$ cat config.mk
export PLATFORM = sky130hd
export DESIGN_NAME = ip_scan_ctrl
export DESIGN_NICKNAME = d
export VERILOG_FILES = /design/src/rtl/ip_scan_ctrl.sv
export SDC_FILE = /design/constraint.sdc
export NUM_CORES = 1
export LEC_CHECK = 0
export ABC_AREA = 0
export ABC_CLOCK_PERIOD_IN_PS = 3000
export CAP_MARGIN = 20
export CORE_ASPECT_RATIO = 0.7
export CORE_UTILIZATION = 36
export CTS_CLUSTER_SIZE = 24
export DETAILED_ROUTE_END_ITERATION = 12
export PLACE_DENSITY = 0.56
export REMOVE_ABC_BUFFERS = 1
export SYNTH_ARGS = -nofsm -noshare
export SYNTH_HDL_FRONTEND = slang
export SYNTH_SLANG_ARGS = --single-unit
$ cat constraint.sdc
create_clock -name i_clk -period 3 [get_ports i_clk]
set_clock_uncertainty 0.15 [all_clocks]
set_input_delay 0.9 -clock i_clk [delete_from_list [all_inputs] [get_ports i_clk]]
set_output_delay 0.9 -clock i_clk [all_outputs]
set_load 0.1 [all_outputs]
$ cat src/rtl/ip_scan_ctrl.sv
`timescale 1ns/1ps
// ----------------------------------------------------------------------------
// ip_scan_ctrl
//
// Scan sequencer for the switch/button peripheral window (0x7800-0x782F).
// Every SCAN_PERIOD idle cycles the FSM runs one 3-cycle scan:
// SAMPLE -> COMPARE -> COMMIT.
//   SAMPLE  : capture the raw switch/button levels.
//   COMPARE : compare against the previous capture. A match advances the
//             stable counter (saturating). A difference restarts it and
//             replaces the reference capture.
//   COMMIT  : once the counter has saturated, the reference capture becomes
//             the debounced value. Button rising edges are ORed into a sticky
//             event register.
// The LSU read port is independent of the scan FSM. A request sampled at
// edge N is acknowledged for exactly one cycle (N+1). Reading 0x7820 returns
// the event register and clears the returned bits.
//
// Parameters
//   SCAN_PERIOD  idle cycles between scans (>= 1)
//   STABLE_CNT   consecutive identical scans before the debounced value moves (>= 1)
//
// Optional build macro
//   IP_SCAN_SYNC_EN  when defined, i_io_sw / i_io_btn each pass through a
//                    2-flop synchronizer ahead of SAMPLE.
//
// Ports
//   i_clk        clock
//   i_rst        synchronous, active-high reset
//   i_io_sw      raw switch levels
//   i_io_btn     raw button levels (1 = pressed)
//   i_rd_req     one-cycle read request
//   i_rd_addr    read address, valid with i_rd_req
//   o_rd_ack     one-cycle read acknowledge
//   o_rd_data    read data, 0 whenever o_rd_ack is low
//   o_btn_evt    high while any event bit is set
//   o_scan_busy  high during SAMPLE / COMPARE / COMMIT
// ----------------------------------------------------------------------------
module ip_scan_ctrl #(
    parameter int unsigned SCAN_PERIOD = 1000,
    parameter int unsigned STABLE_CNT  = 4
) (
    input  logic        i_clk,
    input  logic        i_rst,
    input  logic [31:0] i_io_sw,
    input  logic [31:0] i_io_btn,
    input  logic        i_rd_req,
    input  logic [15:0] i_rd_addr,
    output logic        o_rd_ack,
    output logic [31:0] o_rd_data,
    output logic        o_btn_evt,
    output logic        o_scan_busy
);

    localparam int unsigned PER_W = (SCAN_PERIOD > 1) ? $clog2(SCAN_PERIOD) : 1;
    localparam int unsigned STB_W = (STABLE_CNT  > 1) ? $clog2(STABLE_CNT)  : 1;
    localparam logic [PER_W-1:0] PER_MAX = PER_W'(SCAN_PERIOD - 1);
    localparam logic [STB_W-1:0] STB_MAX = STB_W'(STABLE_CNT - 1);

    localparam logic [15:0] ADDR_SW  = 16'h7800;
    localparam logic [15:0] ADDR_BTN = 16'h7810;
    localparam logic [15:0] ADDR_EVT = 16'h7820;

    typedef enum logic [1:0] {
        ST_IDLE,
        ST_SAMPLE,
        ST_COMPARE,
        ST_COMMIT
    } state_e;

    state_e           state_q;
    logic [PER_W-1:0] per_cnt_q;
    logic [STB_W-1:0] stb_cnt_q;
    logic [31:0]      new_sw_q, new_btn_q;
    logic [31:0]      sw_smp_q, btn_smp_q;
    logic [31:0]      sw_db_q,  btn_db_q;
    logic [31:0]      evt_q,    evt_d;
    logic             evt_any_q;
    logic             busy_q;
    logic             rd_ack_q;
    logic [31:0]      rd_data_q, rd_data_d;
    logic [31:0]      rd_clear;
    logic [31:0]      new_edges;
    logic             commit_hit;
    logic [31:0]      sw_in, btn_in;

    // ------------------------------------------------------------------------
    // Input conditioning
    // ------------------------------------------------------------------------
`ifdef IP_SCAN_SYNC_EN
    logic [31:0] sw_sync1_q, sw_sync2_q;
    logic [31:0] btn_sync1_q, btn_sync2_q;

    always_ff @(posedge i_clk) begin
        if (i_rst) begin
            sw_sync1_q  <= '0;
            sw_sync2_q  <= '0;
            btn_sync1_q <= '0;
            btn_sync2_q <= '0;
        end else begin
            sw_sync1_q  <= i_io_sw;
            sw_sync2_q  <= sw_sync1_q;
            btn_sync1_q <= i_io_btn;
            btn_sync2_q <= btn_sync1_q;
        end
    end

    assign sw_in  = sw_sync2_q;
    assign btn_in = btn_sync2_q;
`else
    assign sw_in  = i_io_sw;
    assign btn_in = i_io_btn;
`endif

    // ------------------------------------------------------------------------
    // Read decode and event-register next state.
    // A clear-on-read and a COMMIT can land on the same edge. The bits that
    // were returned are dropped, and edges found by this COMMIT survive so
    // that no button press is lost.
    // ------------------------------------------------------------------------
    always_comb begin
        // NOTE: every signal assigned here gets a default first, so no path
        // leaves it unassigned and no latch is inferred.
        rd_data_d  = '0;
        rd_clear   = '0;
        commit_hit = (state_q == ST_COMMIT) && (stb_cnt_q == STB_MAX);
        new_edges  = commit_hit ? (btn_smp_q & ~btn_db_q) : '0;

        if (i_rd_req) begin
            case (i_rd_addr)
                ADDR_SW:  rd_data_d = sw_db_q;
                ADDR_BTN: rd_data_d = btn_db_q;
                ADDR_EVT: begin
                    rd_data_d = evt_q;
                    rd_clear  = evt_q;
                end
                default:  rd_data_d = '0;
            endcase
        end

        evt_d = (evt_q & ~rd_clear) | new_edges;
    end

    // ------------------------------------------------------------------------
    // Scan FSM, debounce state, event register and read response
    // ------------------------------------------------------------------------
    always_ff @(posedge i_clk) begin
        // NOTE: sequential state uses non-blocking assignments only. All
        // registers then update together from the values they held before
        // the edge.
        if (i_rst) begin
            // NOTE: the data registers are reset along with the control
            // registers, because every output and every readable register
            // must read 0 straight after reset.
            state_q   <= ST_IDLE;
            per_cnt_q <= '0;
            stb_cnt_q <= '0;
            new_sw_q  <= '0;
            new_btn_q <= '0;
            sw_smp_q  <= '0;
            btn_smp_q <= '0;
            sw_db_q   <= '0;
            btn_db_q  <= '0;
            evt_q     <= '0;
            evt_any_q <= 1'b0;
            busy_q    <= 1'b0;
            rd_ack_q  <= 1'b0;
            rd_data_q <= '0;
        end else begin
            rd_ack_q  <= i_rd_req;
            rd_data_q <= rd_data_d;
            evt_q     <= evt_d;
            evt_any_q <= |evt_d;

            case (state_q)
                ST_IDLE: begin
                    if (per_cnt_q == PER_MAX) begin
                        per_cnt_q <= '0;
                        state_q   <= ST_SAMPLE;
                        busy_q    <= 1'b1;
                    end else begin
                        per_cnt_q <= per_cnt_q + PER_W'(1);
                    end
                end

                ST_SAMPLE: begin
                    new_sw_q  <= sw_in;
                    new_btn_q <= btn_in;
                    state_q   <= ST_COMPARE;
                end

                ST_COMPARE: begin
                    if ({new_sw_q, new_btn_q} == {sw_smp_q, btn_smp_q}) begin
                        if (stb_cnt_q != STB_MAX) begin
                            stb_cnt_q <= stb_cnt_q + STB_W'(1);
                        end
                    end else begin
                        // A differing capture restarts the debounce window
                        // and becomes the new reference.
                        stb_cnt_q <= '0;
                        sw_smp_q  <= new_sw_q;
                        btn_smp_q <= new_btn_q;
                    end
                    state_q <= ST_COMMIT;
                end

                ST_COMMIT: begin
                    if (commit_hit) begin
                        sw_db_q  <= sw_smp_q;
                        btn_db_q <= btn_smp_q;
                    end
                    state_q <= ST_IDLE;
                    busy_q  <= 1'b0;
                end

                default: begin
                    state_q <= ST_IDLE;
                    busy_q  <= 1'b0;
                end
            endcase
        end
    end

    assign o_rd_ack    = rd_ack_q;
    assign o_rd_data   = rd_data_q;
    assign o_btn_evt   = evt_any_q;
    assign o_scan_busy = busy_q;

endmodule
# After elaboration in Yosys (flattened, before gate mapping)
# Cells that the tools add are included.
# classes
add_sub_neg,2
n_eq_ne,12
muxes,11
bitwise,7
n_reduce_logical,9
# op_table
cell,n
2-to-1 mux 32 bit,3
one-hot mux 32 bit (3 select lines),1
AND 32 bit,2
equality test 64 bit,1
NOT 32 bit,2
"equality test 16 x 15 -> 1 bit, second input constant",3
OR 32 bit,1
OR reduction 32 bit,1
"adder 10 x 1 -> 10 bit, second input constant",1
"equality test 10 bit, second input constant",1
2-to-1 mux 10 bit,1
one-hot mux 2 bit (4 select lines),1
AND reduction 2 bit,4
"equality test 2 bit, second input constant",3
2-to-1 mux 2 bit,3
"!= test 2 bit, second input constant",2
"adder 2 x 1 -> 2 bit, second input constant",1
"equality test 2 x 1 -> 1 bit, second input constant",1
zero test 2 bit,1
"!= test 2 x 1 -> 1 bit, second input constant",1
NOT 1 bit,2
one-hot mux 1 bit (2 select lines),1
nonzero test 2 bit,1
OR reduction 2 bit,1
other kinds (2),2
# word_totals
ff_bits,273
inputBits,83
out_inout_bits,35
elab_cells,55

# Logic depth before layout (Yosys ltp)
# logic_depth
depth_word,7
ltp_mapped,8
ltp_nobuf,7

# Worst setup path after synthesis
# Ideal clock, no wire load.
# synth_timing
path_type,input to register
from,input i_rd_addr[3]
to,register evt_q[10]
setup_ps,128
arrival_ps,2287
t_required_ps,2722
slack_ps,436
stages,7
path_buffers,1
cell_sequence,nor4_1 > nand4_1 > nor3b_2 > nand2_1 > clkbuf_1 > a22oi_1 > nor2_1
# synth_via
elab_chain_cells,6
# synth_lines
item,line_no,source
"start, declared",48,"input logic [15:0] i_rd_addr,"
equality test 16 x 15 -> 1 bit,130,case (i_rd_addr)
2-to-1 mux 32 bit,130,
2-to-1 mux 32 bit,129,if (i_rd_req) begin
NOT 32 bit,141,evt_d = (evt_q & ~rd_clear) | new_edges;
AND 32 bit,141,
OR 32 bit,141,
"end signal, assigned",172,evt_q <= evt_d;
"end, declared",77,"logic [31:0] evt_q, evt_d;"
# Every way passes these cells.
# A chain may end at the register's enable or synchronous reset.

# Final worst setup path
# layout_timing
from,register new_btn_q[30]
to,register btn_smp_q[1]
# layout_via
elab_chain_cells,3
# layout_lines
item,line_no,source
"start, declared",74,"logic [31:0] new_sw_q, new_btn_q;"
"start signal, assigned",188,new_btn_q <= btn_in;
equality test 64 bit,193,"if ({new_sw_q, new_btn_q} == {sw_smp_q, btn_smp_q}) begin"
NOT 1 bit (no line),--,
AND reduction 2 bit (no line),--,
"end signal, assigned",202,btn_smp_q <= new_btn_q;
"end, declared",75,"logic [31:0] sw_smp_q, btn_smp_q;"
# Every way passes these cells.

==> flow_summary.toml <==
[worst_hold_path]
whs_path_depth = 2
hold_path_class = "reg -> reg"

[clock_network]
cts_tree = "yes"
cts_resized = 0
clkSinkCount = 273
clk_root_buffer_cell = "clkbuf_16"
cts_setup_buffers = 0
numCtsBuffers = 28
clk_path_buf_depth = 3
cts_hold_buf = 0
h-tree-depth = 1
insertion_delay_ns = 0.55
clkTransAtPathRegs_ns = 0.06

[sta]
setup_viol = 0
tightestPinTransition_ns = 0.655
min_period_over_period = 0.889
fmax_mhz = 375
rsz0062_at_grt = "no"
min_period_ns = 2.67
drv_slew = 0
tns_ns = 0
max-slew-margin-rel = 0.559
timing_hold_violations_final = 0

[yosys]
synthDominantCellAreaShare = 0.484
synth.area.top_cells = "dfxtp_1, mux2i_1, nand2b_1, xor2_1, nor2_1"
synth-seq-cells = 273
yosys.cell_count.top_type = "dfxtp_1"
synthArstFlopShare = 0
synth_commonest_cells = "dfxtp_1, nor2_1, nand2_1"
yosys_warnings = 0
synth_area_per_cell_um2 = 9.27
yosysTopAreaCell = "dfxtp_1"
synth_edf_count = 0
synth_ff_type = "dfxtp_1"
seq_area_frac_synth = 0.484
netlist_area_um2 = 11300
synthCells = 1218
ys_types = 31

[setup_path]
critPathKind = "reg -> reg"
rr_worst_depth = 8
worstPathArrival_ns = 2.94
cp_slowest_cell = "nor4_1"
path_cells = "xor2_1 -> nor4_1 -> nand4_1 -> nor4_2 -> buf_4 -> nor2b_4 -> buf_12 -> mux2i_1"
slowest_delay_ns = 0.52
cp_top_family = "simple AND/OR/NAND/NOR gates"
cp-start-kind = "register"
critPathRequiredTime_ns = 3.27
worstSetupPathDepth = 8
critical_path_peak_fanout = 35
crit_path_end_kind = "register"
cp_num_buf_inv = 2

[place]
dp_hpwl_mm = 20.0
io_buffers = 117
place_congestion = 0.806

[layout]
utilization = 0.456
antenna_cells = 0
seqCellArea_um2 = 5470
fin_nets = 1411
multi_input_area_um2 = 5500
syn_to_final_growth_pct = 22.9
drive_gt1_frac = 0.0891
fill_cells = 2952

[detailed_routing]
avgRoutedWirePerCell_um = 16.7
drcViolationCount = 0
via_count = 8708
first_iter_violations = 770
dr.pass1.iters = 7
via_per_inst = 4.98
ant_nets = 0
wl_mm = 29.2

[flow_run]
cap_violations = 0

[floorplanning]
boundaryPins = 118
initial_core_util = 0.371
die_area_um2 = 32100
rows = 53
die_h_um = 150
design.core.area_um2 = 30400
die_x_um = 214

[pwr]
irDropWorstVdd_uv = 383
p_leak_nw = 5.07
powerDensity_nw_per_um2 = 661

[global_route]
first_global_vias = 8097
grt_max_degree = 91
globalRouteTotalUtil = 0.181
antenna_found_initial = 0
grt_pass1_wl_mm = 45.6
grt_remaining_overflow = 0

[outcome]
outcome = "finished, final reports clean"
[per-layer routing]
layer  track usage  vias up  wire, µm
met5             0        -         0
met4        0.0354        0       409
met3        0.0348       35      1910
met2         0.260      232     11900
met1         0.279     4086     15000
li1              -     4355         -
[cell type report]
| type | instances | share of cell area |
|---|---|---|
| clock buffer | 43 | 0.0611 |
| clock inverter | 2 | 0.000721 |
| inverter | 3 | 0.000812 |
| multi-input combinational | 861 | 0.396 |
| sequential | 273 | 0.394 |
| tap | 412 | 0.0372 |
| timing repair buffer | 154 | 0.110 |
[path summary, 6_finish.rpt]
path	from	end	slack, ns
max reg2reg	new_btn_q[30]	btn_smp_q[1]	0.33
min	sw_db_q[2]	sw_db_q[2]	0.31
min reg2reg	sw_db_q[2]	sw_db_q[2]	0.31
max	new_btn_q[30]	btn_smp_q[1]	0.33
[tightest hold or removal path, cell delays in order (launching register included)]
cell	delay, ns
dfxtp_1	0.31
nand2_1	0.05
a21oi_1	0.05
[power by group]
part	internal, mW	leakage [nW]	switching [mW]
Clock	1.92	0.424	1.40
Sequential	3.83	2.20	0.214
Combinational	0.858	2.45	0.955
[cells by family (layout without fill, tap and decap cells)]
group / Yosys count / in the layout / synth area share
flip-flops: 273 / 273 / 0.484
AND/OR/NAND/NOR: 512 / 512 / 0.222
XOR/XNOR: 72 / 72 / 0.0558
AO/OA/AOI/OAI: 142 / 142 / 0.0845
multiplexers: 128 / 128 / 0.113
adder cells (fa/ha/maj): 7 / 7 / 0.00776
buffers and inverters: 84 / 202 / 0.0326
[sequential cells by signal (all words and copies together), names as in the netlist, 2 cells and up]
signal     cells
btn_db_q      32
btn_smp_q     32
evt_q         32
new_btn_q     32
new_sw_q      32
o_rd_data     32
sw_db_q       32
sw_smp_q      32
per_cnt_q     10
state_q        2
stb_cnt_q      2
[placed cells by master (no fill, tap or decap), types with 4 or more instances in the layout]
master,n
a21oi_1,71
a222oi_1,32
a22oi_1,32
buf_12,13
buf_4,59
clkbuf_1,7
clkbuf_16,29
clkbuf_8,7
clkdlybuf4s50_1,81
dfxtp_1,273
ha_1,6
mux2i_1,128
nand2_1,140
nand2b_1,129
nand3_1,7
nand4_1,13
nor2_1,143
nor2b_1,34
nor4_1,33
o21ai_0,4
xor2_1,70
[per-stage QoR]
stage / hold WS [ns] / power [mW] / worst slack, ns / std cells / instance area, µm²
after floorplan: 0.280 / 5.19 / -2.47 / 1137 / 10900
after global placement: 0.297 / 5.93 / -0.0198 / 1703 / 13000
after detailed placement: 0.299 / 5.95 / -0.109 / 1703 / 13000
after CTS: 0.307 / 9.28 / 0.312 / 1748 / 13900
after global routing: 0.326 / 9.59 / 0.227 / 1748 / 13900
final: 0.305 / 9.17 / 0.334 / 1748 / 13900
(Power assumes the default switching activity.)
